### config.mk
export PLATFORM = sky130hd
export DESIGN_NAME = ccx4_responder
export DESIGN_NICKNAME = d
export VERILOG_FILES = /design/src/rtl/ccx4_responder.sv
export SDC_FILE = /design/constraint.sdc
export NUM_CORES = 1
export LEC_CHECK = 0
export BUFFER_PORTS_ARGS = -buffer_cell sky130_fd_sc_hd__buf_2
export CAP_MARGIN = 10
export CORE_MARGIN = 2
export CORE_UTILIZATION = 57
export DETAILED_ROUTE_END_ITERATION = 7
export PLACE_DENSITY = 0.84
export SYNTH_ARGS = -nofsm -noshare
export SYNTH_HDL_FRONTEND = slang
export SYNTH_SLANG_ARGS = --single-unit
### constraint.sdc
create_clock -name clk_i -period 3.1 [get_ports clk_i]
set_input_delay 0.31 -clock clk_i [delete_from_list [all_inputs] [get_ports clk_i]]
set_output_delay 0.31 -clock clk_i [all_outputs]
set_load 0.05 [all_outputs]
### src/rtl/ccx4_responder.sv
// Nibble-serial coprocessor responder: captures two XLEN operands 4 bits at a time,
// executes ADD/XOR/MIN (and shift-add MUL when CCX4_MULT_EN is defined), streams the result back.
module ccx4_responder #(
  parameter int XLEN = 32,
  parameter int NIB  = XLEN / 4
) (
  input  logic       clk_i,
  input  logic       rst_i,
  input  logic       ccx_req_i,
  input  logic [1:0] ccx_sel_i,
  input  logic [3:0] ccx_rs_a_i,
  input  logic [3:0] ccx_rs_b_i,
  output logic [3:0] ccx_res_o,
  output logic       ccx_resp_o,
  output logic       busy_o,
  output logic       err_o
);

  localparam int CW = $clog2(XLEN + 1);
  localparam logic [CW-1:0] LAST_NIB = CW'(NIB - 1);
  localparam logic [CW-1:0] NIBS     = CW'(NIB);
`ifdef CCX4_MULT_EN
  localparam logic [CW-1:0] LAST_BIT = CW'(XLEN - 1);
`endif

  typedef enum logic [1:0] {IDLE, CAPTURE, EXEC, RESPOND} state_t;

  state_t          state;
  logic [1:0]      sel;
  logic [XLEN-1:0] a, b, result, out_sr, alu;
  logic [CW-1:0]   cnt;

  assign busy_o = (state != IDLE);

  always_comb begin
    alu = '0;
    case (sel)
      2'b00:   alu = a + b;
      2'b01:   alu = a ^ b;
      2'b10:   alu = (a < b) ? a : b;
      default: alu = '0;
    endcase
  end

`ifdef CCX4_MULT_EN
  // Shift-add step: A drains LSB-first while B slides left, so a[0] always weights the current B.
  logic [XLEN-1:0] acc_next;
  assign acc_next = result + (a[0] ? b : '0);
`endif

  always_ff @(posedge clk_i) begin
    if (rst_i) begin
      state      <= IDLE;
      sel        <= '0;
      a          <= '0;
      b          <= '0;
      result     <= '0;
      out_sr     <= '0;
      cnt        <= '0;
      ccx_res_o  <= '0;
      ccx_resp_o <= 1'b0;
      err_o      <= 1'b0;
    end else begin
      case (state)
        IDLE: begin
          ccx_resp_o <= 1'b0;
          ccx_res_o  <= '0;
          if (ccx_req_i) begin
            // Operands shift in from the top so nibble 0 lands at the bottom after NIB shifts.
            sel    <= ccx_sel_i;
            a      <= {ccx_rs_a_i, {(XLEN-4){1'b0}}};
            b      <= {ccx_rs_b_i, {(XLEN-4){1'b0}}};
            result <= '0;
            cnt    <= CW'(1);
            state  <= CAPTURE;
          end
        end

        CAPTURE: begin
          if (ccx_req_i) begin
            a <= {ccx_rs_a_i, a[XLEN-1:4]};
            b <= {ccx_rs_b_i, b[XLEN-1:4]};
            if (cnt == LAST_NIB) begin
              cnt   <= '0;
              state <= EXEC;
            end else begin
              cnt <= cnt + CW'(1);
            end
          end else begin
            a     <= '0;
            b     <= '0;
            cnt   <= '0;
            err_o <= 1'b1;
            state <= IDLE;
          end
        end

        EXEC: begin
          if (ccx_req_i) err_o <= 1'b1;
          if (sel == 2'b11) begin
`ifdef CCX4_MULT_EN
            a <= a >> 1;
            b <= b << 1;
            if (cnt == LAST_BIT) begin
              result     <= acc_next;
              out_sr     <= acc_next >> 4;
              ccx_res_o  <= acc_next[3:0];
              ccx_resp_o <= 1'b1;
              cnt        <= CW'(1);
              state      <= RESPOND;
            end else begin
              result <= acc_next;
              cnt    <= cnt + CW'(1);
            end
`else
            result     <= '0;
            out_sr     <= '0;
            ccx_res_o  <= '0;
            ccx_resp_o <= 1'b1;
            err_o      <= 1'b1;
            cnt        <= CW'(1);
            state      <= RESPOND;
`endif
          end else begin
            result     <= alu;
            out_sr     <= alu >> 4;
            ccx_res_o  <= alu[3:0];
            ccx_resp_o <= 1'b1;
            cnt        <= CW'(1);
            state      <= RESPOND;
          end
        end

        RESPOND: begin
          if (ccx_req_i) err_o <= 1'b1;
          if (cnt == NIBS) begin
            ccx_resp_o <= 1'b0;
            ccx_res_o  <= '0;
            cnt        <= '0;
            state      <= IDLE;
          end else begin
            ccx_res_o <= out_sr[3:0];
            out_sr    <= out_sr >> 4;
            cnt       <= cnt + CW'(1);
          end
        end

        default: state <= IDLE;
      endcase
    end
  end

endmodule

# Yosys cells after proc, flatten, opt, wreduce, memory -nomap -nowiden
# Cells that the tools add are included.
dict set report classes {
  add_sub_neg 2
  n_lt_le_gt_ge 1
  eq_ne 13
  muxes 30
  bitwise 1
  reduce_logical 13
}
# cell n
set ops {}
lappend ops {{two-way mux 32 bit} 6}
lappend ops {{one-hot mux 32 bit (2 select lines)} 3}
lappend ops {{one-hot mux 32 bit (3 select lines)} 1}
lappend ops {{adder 32 bit} 1}
lappend ops {{< comparator 32 bit} 1}
lappend ops {{XOR 32 bit} 1}
lappend ops {{two-way mux 28 bit} 1}
lappend ops {{two-way mux 6 bit} 4}
lappend ops {{one-hot mux 6 bit (4 select lines)} 1}
lappend ops {{one-hot mux 4 bit (3 select lines)} 1}
lappend ops {{AND reduction 2 bit} 5}
lappend ops {{equality test 2 bit, second input constant} 4}
lappend ops {{two-way mux 2 bit} 4}
lappend ops {{two-way mux 4 bit} 2}
lappend ops {{inequality test 2 bit, second input constant} 4}
lappend ops {{one-hot mux 2 bit (4 select lines)} 1}
lappend ops {{adder 6 x 1 -> 6 bit, second input constant} 1}
lappend ops {{equality test 6 x 3 -> 1 bit, second input constant} 1}
lappend ops {{equality test 6 x 4 -> 1 bit, second input constant} 1}
lappend ops {{one-hot mux 1 bit (3 select lines)} 2}
lappend ops {{nonzero test 2 bit} 3}
lappend ops {{nonzero test 3 bit} 2}
lappend ops {{equality test 2 x 1 -> 1 bit, second input constant} 2}
lappend ops {{zero test 2 bit} 2}
lappend ops {{other kinds (3)} 6}
dict set report word_totals {
  reg_bits 112
  out_inout_bits 7
}

# Logic depth before layout (Yosys ltp)
# Gate-level depths: netlist of the first run.
dict set report logic_depth {
  word_depth 5
  depth_mapped 14
  ltp_nobuf 11
}

# Least setup slack after synthesis of the first run
# No wires, ideal clock.
dict set report synth_path {
  path_type {flip-flop to flip-flop}
  startpoint {reg b[6]}
  endpoint {reg out_sr[25]}
  setup_time_ns 0.074
  arrival_ns 2.787
  required_ns 3.026
  slack_ns 0.239
  path_stages_with_launch 13
  period_less_slack_ns 2.861
  path_cell_list {dfxtp_1 inv_1 ha_1 buf_6 nor2b_4 o21ai_2 or3b_1 a221o_1 o21a_1 a211o_1 o2bb2ai_1 or4_1 a31oi_1}
}
dict set report synth_via {
  elab_chain_len 5
  elab_cells_between_ends 6
  cone_classes {1 x add/sub; 1 x order compare; 4 x mux}
}
# item line
set synth_rtl {}
lappend synth_rtl {{from (decl)} 30} ;# logic [XLEN-1:0] a, b, result, out_sr, alu;
lappend synth_rtl {{from (signal assigned)} 72} ;# b <= {ccx_rs_b_i, {(XLEN-4){1'b0}}};
lappend synth_rtl {{from (signal assigned)} 82} ;# b <= {ccx_rs_b_i, b[XLEN-1:4]};
lappend synth_rtl {{< comparator 32 bit} 40} ;# 2'b10: alu = (a < b) ? a : b;
lappend synth_rtl {{two-way mux 32 bit} 40}
lappend synth_rtl {{one-hot mux 32 bit (3 select lines) *} 37} ;# case (sel)
lappend synth_rtl {{two-way mux 28 bit *} 100} ;# if (sel == 2'b11) begin
lappend synth_rtl {{one-hot mux 32 bit (2 select lines) *} 64} ;# case (state)
lappend synth_rtl {{to (signal assigned)} 126} ;# out_sr <= alu >> 4;
lappend synth_rtl {{to (signal assigned)} 143} ;# out_sr <= out_sr >> 4;
lappend synth_rtl {{to (decl)} 30}
# Every way passes the cells marked *; elsewhere a longest branch is shown, timed or not.
# A chain may end at the register's enable or synchronous reset.

# Final worst setup path of the first run
dict set report layout_path {
  startpoint {reg b[7]}
  endpoint {reg out_sr[25]}
}
# The elaborated chain is that of the path after synthesis.

==> results of run 1 <==
-- worst max-delay path: cells and delay by family (launching register included) --
family / cells / cell delay (ns)
fa+ha+maj: 1 / 0.26
compound gates: 6 / 1.31
simple gates: 3 / 0.94
flops: 1 / 0.33
buf+inv: 2 / 0.15
-- cell families after synthesis --
| group | Yosys count | share of synthesized area (%) |
|---|---|---|
| mux | 26 | 3.58 |
| flops | 108 | 29.7 |
| compound gates | 299 | 27.5 |
| simple gates | 286 | 18.2 |
| xor+xnor | 23 | 2.77 |
| fa+ha+maj | 66 | 11.5 |
| buf+inv | 127 | 6.76 |
-- power groups by stage --
stage | registers (W) | clock network [W] | logic, W
global route | 0.00141 | 0.00131 | 0.000396
detailed placement | 0.00144 | 0 | 0.000348
floorplan | 0.00144 | 0 | 0.000229
finish | 0.00141 | 0.00126 | 0.000372
global placement | 0.00144 | 0 | 0.000345
CTS | 0.00141 | 0.00126 | 0.000351
-- state kept, by name, indices dropped and copies added (netlist names), named ones only --
name        cells
a              32
b              32
out_sr         28
cnt             6
ccx_res_o       4
sel             2
ccx_resp_o      1
err_o           1
state           1
-- through the flow --
stage | utilization (%) | instances | cell area [sq um] | hold slack (ns)
after floorplan | - | 935 | 7270 | 0.433
after global placement | 65.0 | 1167 | 8140 | 0.441
after detailed placement | 65.0 | 1167 | 8140 | 0.448
after CTS | 67.7 | 1182 | 8470 | 0.176
after global routing | 69.6 | 1183 | 8710 | 0.199
final | 69.6 | 1183 | 8710 | 0.174
-- routing by layer --
| layer | up-vias | wire length (um) | global-route usage [%] |
|---|---|---|---|
| li1 | 3492 | - | - |
| met4 | 0 | 565 | 12.4 |
| met2 | 359 | 9740 | 47.9 |
| met1 | 3564 | 9660 | 43.3 |
| met3 | 46 | 1650 | 5.46 |
| met5 | - | 0 | 0 |
-- layout by cell type (no fill, tap or decap), types with 6 or more instances in the layout --
cell type  synthesis  routed
inv_1             63      60
nor3_1            20      20
a21oi_1           84      81
xnor2_1           21      21
mux2i_1           26      24
o21ai_0           30      30
and3_1            14      14
o22ai_1           15      15
o221ai_1           7       7
a21o_1             7       7
or3_1              6       6
ha_4               0       7
nand2_1           38      38
nor2_1           142     141
ha_1              65      57
nand2b_1           9       9
o31ai_1           11      11
buf_2              6      18
dfxtp_1          108      97
o21bai_1          14      13
o211ai_1           8       8
nand3_1           12      11
dfxtp_2            0      10
buf_4              0     104
nor2b_1           13      11
a22oi_1           67      67
clkbuf_16          0       9
-- worst paths after layout --
path	from	endpoint	slack [ns]	cells past startpoint
worst max-delay path	b[7]$_SDFFE_PP0P_	out_sr[25]$_SDFFE_PP0P_	0.02	12
worst min-delay path	ccx_sel_i[0]	sel[0]$_SDFFE_PP0P_	0.17	3
worst max register to register	b[7]$_SDFFE_PP0P_	out_sr[25]$_SDFFE_PP0P_	0.02	12
worst min register to register	ccx_resp_o$_SDFFE_PP0P_	ccx_resp_o$_SDFFE_PP0P_	0.48	2
-- what timing repair did --
item,in CTS,in global routing
endpoints found under the setup margin,10,16
resized for setup,6,49
pin swaps,1,16
hold endpoints to repair,0,0
buffers inserted,0,4
-- layout make-up --
class,instances,area (sq um)
Multi-Input combinational cell,700,4860
Fill cell,985,3800
Sequential cell,108,2180
Timing Repair Buffer,124,902
Inverter,64,240
Clock buffer,10,229
Tap cell,172,215
Clock inverter,5,85.1
==> out/results.tsv, run 1 <==
stage	metric	value	unit
placement	DP Worst Slack	-0.0878	ns
layout	Ant. Diodes	0	
setup_path	critical path type	reg2reg	
timing	Max Slew Vio Count	0	
clocking	CTS Hold Buffers Added	0	
grt	Tot GR Track Use	31.1	%
synthesis	Synth Flop Type	dfxtp_1	
power_and_ir_drop	internal power	0.00225	W
setup_path	crit path DAT	3.36	ns
timing	Least-Margin Pin Slew	0.782	ns
layout	synth-to-layout area growth	19.9	%
power_and_ir_drop	combinational group share of total power	12.2	%
floorplan	chip width	117	um
layout	Final Net Count	1086	
clocking	Clock transition at path regs	0.07	ns
timing	final setup fails	0	
setup_path	Crit-path slowest cell	or4_1	
clocking	CTS tree	built	
synthesis	sequential share of the synthesized area	29.7	%
detailed_routing	Final ANT Viol Nets	0	
timing	fin crit period	3.08	ns
detailed_routing	via count	7461	
grt	initial antenna violation count	0	
timing	PnR worst setup slack	0.0222	ns
timing	Fin. Hold Viols	0	
power_and_ir_drop	Static Leak	3.65	nW
synthesis	most common library cells after synthesis	nor2_1 (142), dfxtp_1 (108), a21oi_1 (84), a22oi_1 (67), ha_1 (65)	
synthesis	syn_area_per_cell	7.77	sq um
timing	RSZ-0062 raised after global routing	yes	
setup_path	CP peak stage delay	0.52	ns
detailed_routing	number of remaining DRC errors	0	
synthesis	Synth area leaders	dfxtp_1 (30%), ha_1 (11%), nor2_1 (7.3%)	
job	Max-Cap Viols	0	
timing	final clock skew	0.00905	ns
timing	TNS Setup	0	ns
grt	first-pass GRT wire length	33400	um
synthesis	FF+latch count, synth	108	
floorplan	Core Area	12500	sq um
floorplan	row count	41	
worst_hold_path	Hold WC Path Type	in2reg	
timing	Fmax achieved	325	MHz
synthesis	Syn Inst Count	935	
grt	largest net degree at the start of global routing	74	
synthesis	Async S/R FF share, synth	0	%
synthesis	post-synthesis cell type count	63	
power_and_ir_drop	maximum vdd drop	0.259	mV
synthesis	Synth area leader	dfxtp_1	
synthesis	Syn Nets	1014	
power_and_ir_drop	switching power	0.000798	W
placement	Final HPWL DP	15300	um
setup_path	crit-path max FO	4	
placement	Routability Congestion	0.953	
setup_path	CP required	3.38	ns
timing	ratio of final minimum period to clock period	99.3	%
clocking	CTS H-tree lvls	3	
layout	share of layout cells above drive strength 1	19.3	%
floorplan	chip height	117	um
synthesis	Mapped Area	7270	sq um
detailed_routing	Post-Route WL	21600	um
setup_path	startpoint types	flip-flop	
power_and_ir_drop	sequential power share	46.4	%
detailed_routing	Via density	6.31	
synthesis	EDFF count, synth	0	
clocking	Clock Latency Late Sink	0.36	ns
grt	grt ovf	0	
synthesis	count leader, synth	nor2_1	
detailed_routing	First-pass DRT Iterations	5	
clocking	clock buffer count from CTS	9	
clocking	Root Driver	clkbuf_16	
clocking	CTS Buffer Depth	2	
synthesis	Synth top area share	29.7	%
setup_path	endpoint class of the critical path	flip-flop	
detailed_routing	Iteration-0 DRC Markers	821	
power_and_ir_drop	PwrDens	349	nW/um^2
timing	Worst slew margin	47.9	%
run_status	status	complete, no violations	
clocking	CTS sink cnt	108	
power_and_ir_drop	clock share of power	41.4	%
detailed_routing	WL/cell	18.3	um
floorplan	effective utilization at floorplan	58.1	%
floorplan	IO Pins	20	
synthesis	Ys Warns	0	
setup_path	CP cell instances	inv_2, ha_4, buf_6, nor2_2, o21ai_2, or3b_4, a221o_1, o21a_1, a211o_1, o2bb2ai_2, or4_1, a31oi_1	
grt	vias in the first global route	6572	
placement	Port Buffers	19	
power_and_ir_drop	switching share of power	26.2	%
power_and_ir_drop	Pwr Total	0.00304	W
floorplan	die area	13700	sq um
Power figures use the tool's default switching activity.
==> run 2: changes to the inputs <==
--- a/config.mk
+++ b/config.mk
@@ -13,2 +13,3 @@
 export PLACE_DENSITY = 0.84
+export SETUP_SLACK_MARGIN = 0.3
 export SYNTH_ARGS = -nofsm -noshare
==> constraint.sdc (replaced) <==
create_clock -name clk_i -period 3.1 [get_ports clk_i]
set_input_delay 0.155 -clock clk_i [delete_from_list [all_inputs] [get_ports clk_i]]
set_output_delay 0.155 -clock clk_i [all_outputs]
set_load 0.05 [all_outputs]
==> run 2 against run 1 <==
Effect of this change:
- wire length grew 19%
- critical path depth grew 1
- sequential cell count is the same
- combinational power grew 50%
==> out/results.tsv, run 2 (same netlist as run 1, synthesis figures left out) <==
stage	metric	value	unit
worst_hold_path	Hold WC Path Type	in2reg	
grt	met3 Resource Use GR	4.79	%
placement	Port Buffers	19	
detailed_routing	Iteration-0 DRC Markers	1149	
worst_hold_path	Hold Path Sink	sel[0]$_SDFFE_PP0P_	
timing	final setup fails	0	
layout	most frequent cells in the layout	nor2_1 (134), buf_4 (86), dfxtp_1 (84)	
grt	grt ovf	0	
timing	RSZ-0062 raised after global routing	yes	
worst_hold_path	Worst Hold Launch	ccx_sel_i[0]	
setup_path	critical path type	reg2reg	
detailed_routing	number of remaining DRC errors	0	
timing	TNS Setup	0	ns
power_and_ir_drop	Pwr Total	0.00307	W
layout	synth-to-layout area growth	29.0	%
timing	final clock skew	0.00985	ns
clocking	CTS Hold Buffers Added	0	
grt	initial antenna violation count	0	
floorplan	die area	13700	sq um
floorplan	row count	41	
power_and_ir_drop	sequential power share	46.1	%
setup_path	reg2reg start	b[10]$_SDFFE_PP0P_	
power_and_ir_drop	switching power	0.000876	W
floorplan	Core Area	12500	sq um
floorplan	effective utilization at floorplan	58.1	%
floorplan	IO Pins	20	
floorplan	chip height	117	um
clocking	Root Driver	clkbuf_16	
floorplan	chip width	117	um
clocking	CTS sink cnt	108	
grt	first-pass GRT wire length	34700	um
setup_path	reg2reg setup slack	0.007	ns
run_status	status	complete, no violations	
grt	Tot GR Track Use	32.1	%
layout	Ant. Diodes	0	
clocking	CTS tree	built	
power_and_ir_drop	switching share of power	28.5	%
setup_path	CP required	3.37	ns
power_and_ir_drop	internal power	0.00219	W
timing	Fin. Hold Viols	0	
timing	Least-Margin Pin Slew	0.859	ns
grt	vias in the first global route	6859	
setup_path	depth of the worst register-to-register path	13	
clocking	Clock Latency Late Sink	0.37	ns
layout	share of layout cells above drive strength 1	26.5	%
detailed_routing	Final ANT Viol Nets	0	
clocking	clock buffer count from CTS	9	
grt	busiest grt layer	met2	
timing	Max Slew Vio Count	0	
layout	finished layout cell area	9370	sq um
detailed_routing	First-pass DRT Iterations	6	
power_and_ir_drop	maximum vdd drop	0.287	mV
detailed_routing	via count	8051	
setup_path	startpoint types	flip-flop	
placement	cell area after placement	8060	sq um
placement	Routability Congestion	0.993	
clocking	Clock transition at path regs	0.08	ns
grt	largest net degree at the start of global routing	65	
layout	number of fillers in the final layout	798	
layout	Final Net Count	1086	
placement	Final HPWL DP	15100	um
setup_path	endpoint class of the critical path	flip-flop	
layout	top flop regs	a x32, b x32, out_sr x28	
power_and_ir_drop	PwrDens	328	nW/um^2
timing	Worst slew margin	42.5	%
detailed_routing	Post-Route WL	25800	um
grt	met2 Use GR	50.1	%
timing	Fmax achieved	323	MHz
grt	M1 GR Usage	45.3	%
timing	ratio of final minimum period to clock period	99.8	%
job	Max-Cap Viols	0	
power_and_ir_drop	combinational group share of total power	18.1	%
clocking	CTS H-tree lvls	3	
power_and_ir_drop	clock share of power	35.7	%
setup_path	crit-path max FO	3	
layout	commonest non-fill, non-tap cell in the layout	nor2_1	
setup_path	Reg-to-Reg End	out_sr[24]$_SDFFE_PP0P_	
power_and_ir_drop	Static Leak	3.81	nW
detailed_routing	WL/cell	21.8	um
timing	fin crit period	3.09	ns
detailed_routing	Via density	6.81	
worst_hold_path	WHS Path Cells	3	
clocking	CTS Buffer Depth	2	
setup_path	crit path DAT	3.36	ns
==> run 2: cell count changes in the layout (fill, tap and decap cells not counted), moves of 6 or more <==
cell	delta
buf_4	-18
a21oi_1	-13
dfxtp_1	-13
ha_1	-13
ha_4	+12
buf_6	+11
dfxtp_2	+11
a21oi_4	+7
mux2i_1	-7
nor2_1	-7
a21oi_2	+6
==> run 2: worst max path at each step <==
stage,slack [ns],depth (start not counted),start,to
floorplan,0.26,12,b[6]$_SDFFE_PP0P_,out_sr[25]$_SDFFE_PP0P_
global placement,0.02,11,a[5]$_SDFFE_PP0P_,out_sr[24]$_SDFFE_PP0P_
detailed placement,-0.07,12,b[8]$_SDFFE_PP0P_,out_sr[24]$_SDFFE_PP0P_
CTS,0.22,12,b[8]$_SDFFE_PP0P_,out_sr[25]$_SDFFE_PP0P_
global route,-0.15,10,a[24]$_SDFFE_PP0P_,out_sr[24]$_SDFFE_PP0P_
finish,0.007,13,b[10]$_SDFFE_PP0P_,out_sr[24]$_SDFFE_PP0P_
==> run 2: power groups by stage <==
stage / clock, W / combinational [W] / sequential (W)
after floorplan: 0 / 0.000231 / 0.00144
after global placement: 0 / 0.000354 / 0.00145
after detailed placement: 0 / 0.000358 / 0.00145
after CTS: 0.00110 / 0.000448 / 0.00142
after global routing: 0.00116 / 0.000572 / 0.00142
final: 0.00110 / 0.000557 / 0.00142
==> run 2: routing by layer <==
layer,routed length (um),up-vias
met1,10200,3804
met2,11600,602
li1,-,3504
met3,2800,141
met5,0,-
met4,1160,0
==> run 2: critical path: stages, from the launching register on <==
cell and delay, ns:
dfxtp_1 0.34, inv_2 0.07, ha_4 0.24, nor4_4 0.28, buf_4 0.17, nand3b_1 0.12, a21oi_4 0.18, o31ai_4 0.11
a2111oi_4 0.45, a2111oi_2 0.09, buf_4 0.17, nor4_1 0.35, o32ai_2 0.16, a22o_1 0.25
==> run 2: through the flow <==
stage	utilization [%]	hold slack (ns)	std cells	worst slack, ns
2_1_floorplan	-	0.299	935	0.257
3_3_place_gp	64.4	0.389	1151	0.0213
3_5_place_dp	64.4	0.397	1151	-0.0651
4_1_cts	70.1	0.0208	1174	0.216
5_1_grt	74.9	0.0432	1183	-0.149
6_report	74.9	0.0148	1183	0.00721
==> run 2: repair_timing <==
item / 4_1_cts / 5_1_grt
resized for setup: 70 / 114
setup endpoints to repair: 29 / 32
pin swaps: 23 / 34
cloned: 2 / 0
endpoints found under the hold margin: 0 / 0
setup buffers: 6 / 9
==> run 2: cell type report <==
type	count	area (sq um)	share of cell area [%]
tap	172	215	2.30
clock buffer	10	229	2.44
inverter	64	243	2.59
timing repair buffer	124	1040	11.1
multi-input combinational	700	5410	57.7
sequential	108	2200	23.5
clock inverter	5	37.5	0.400
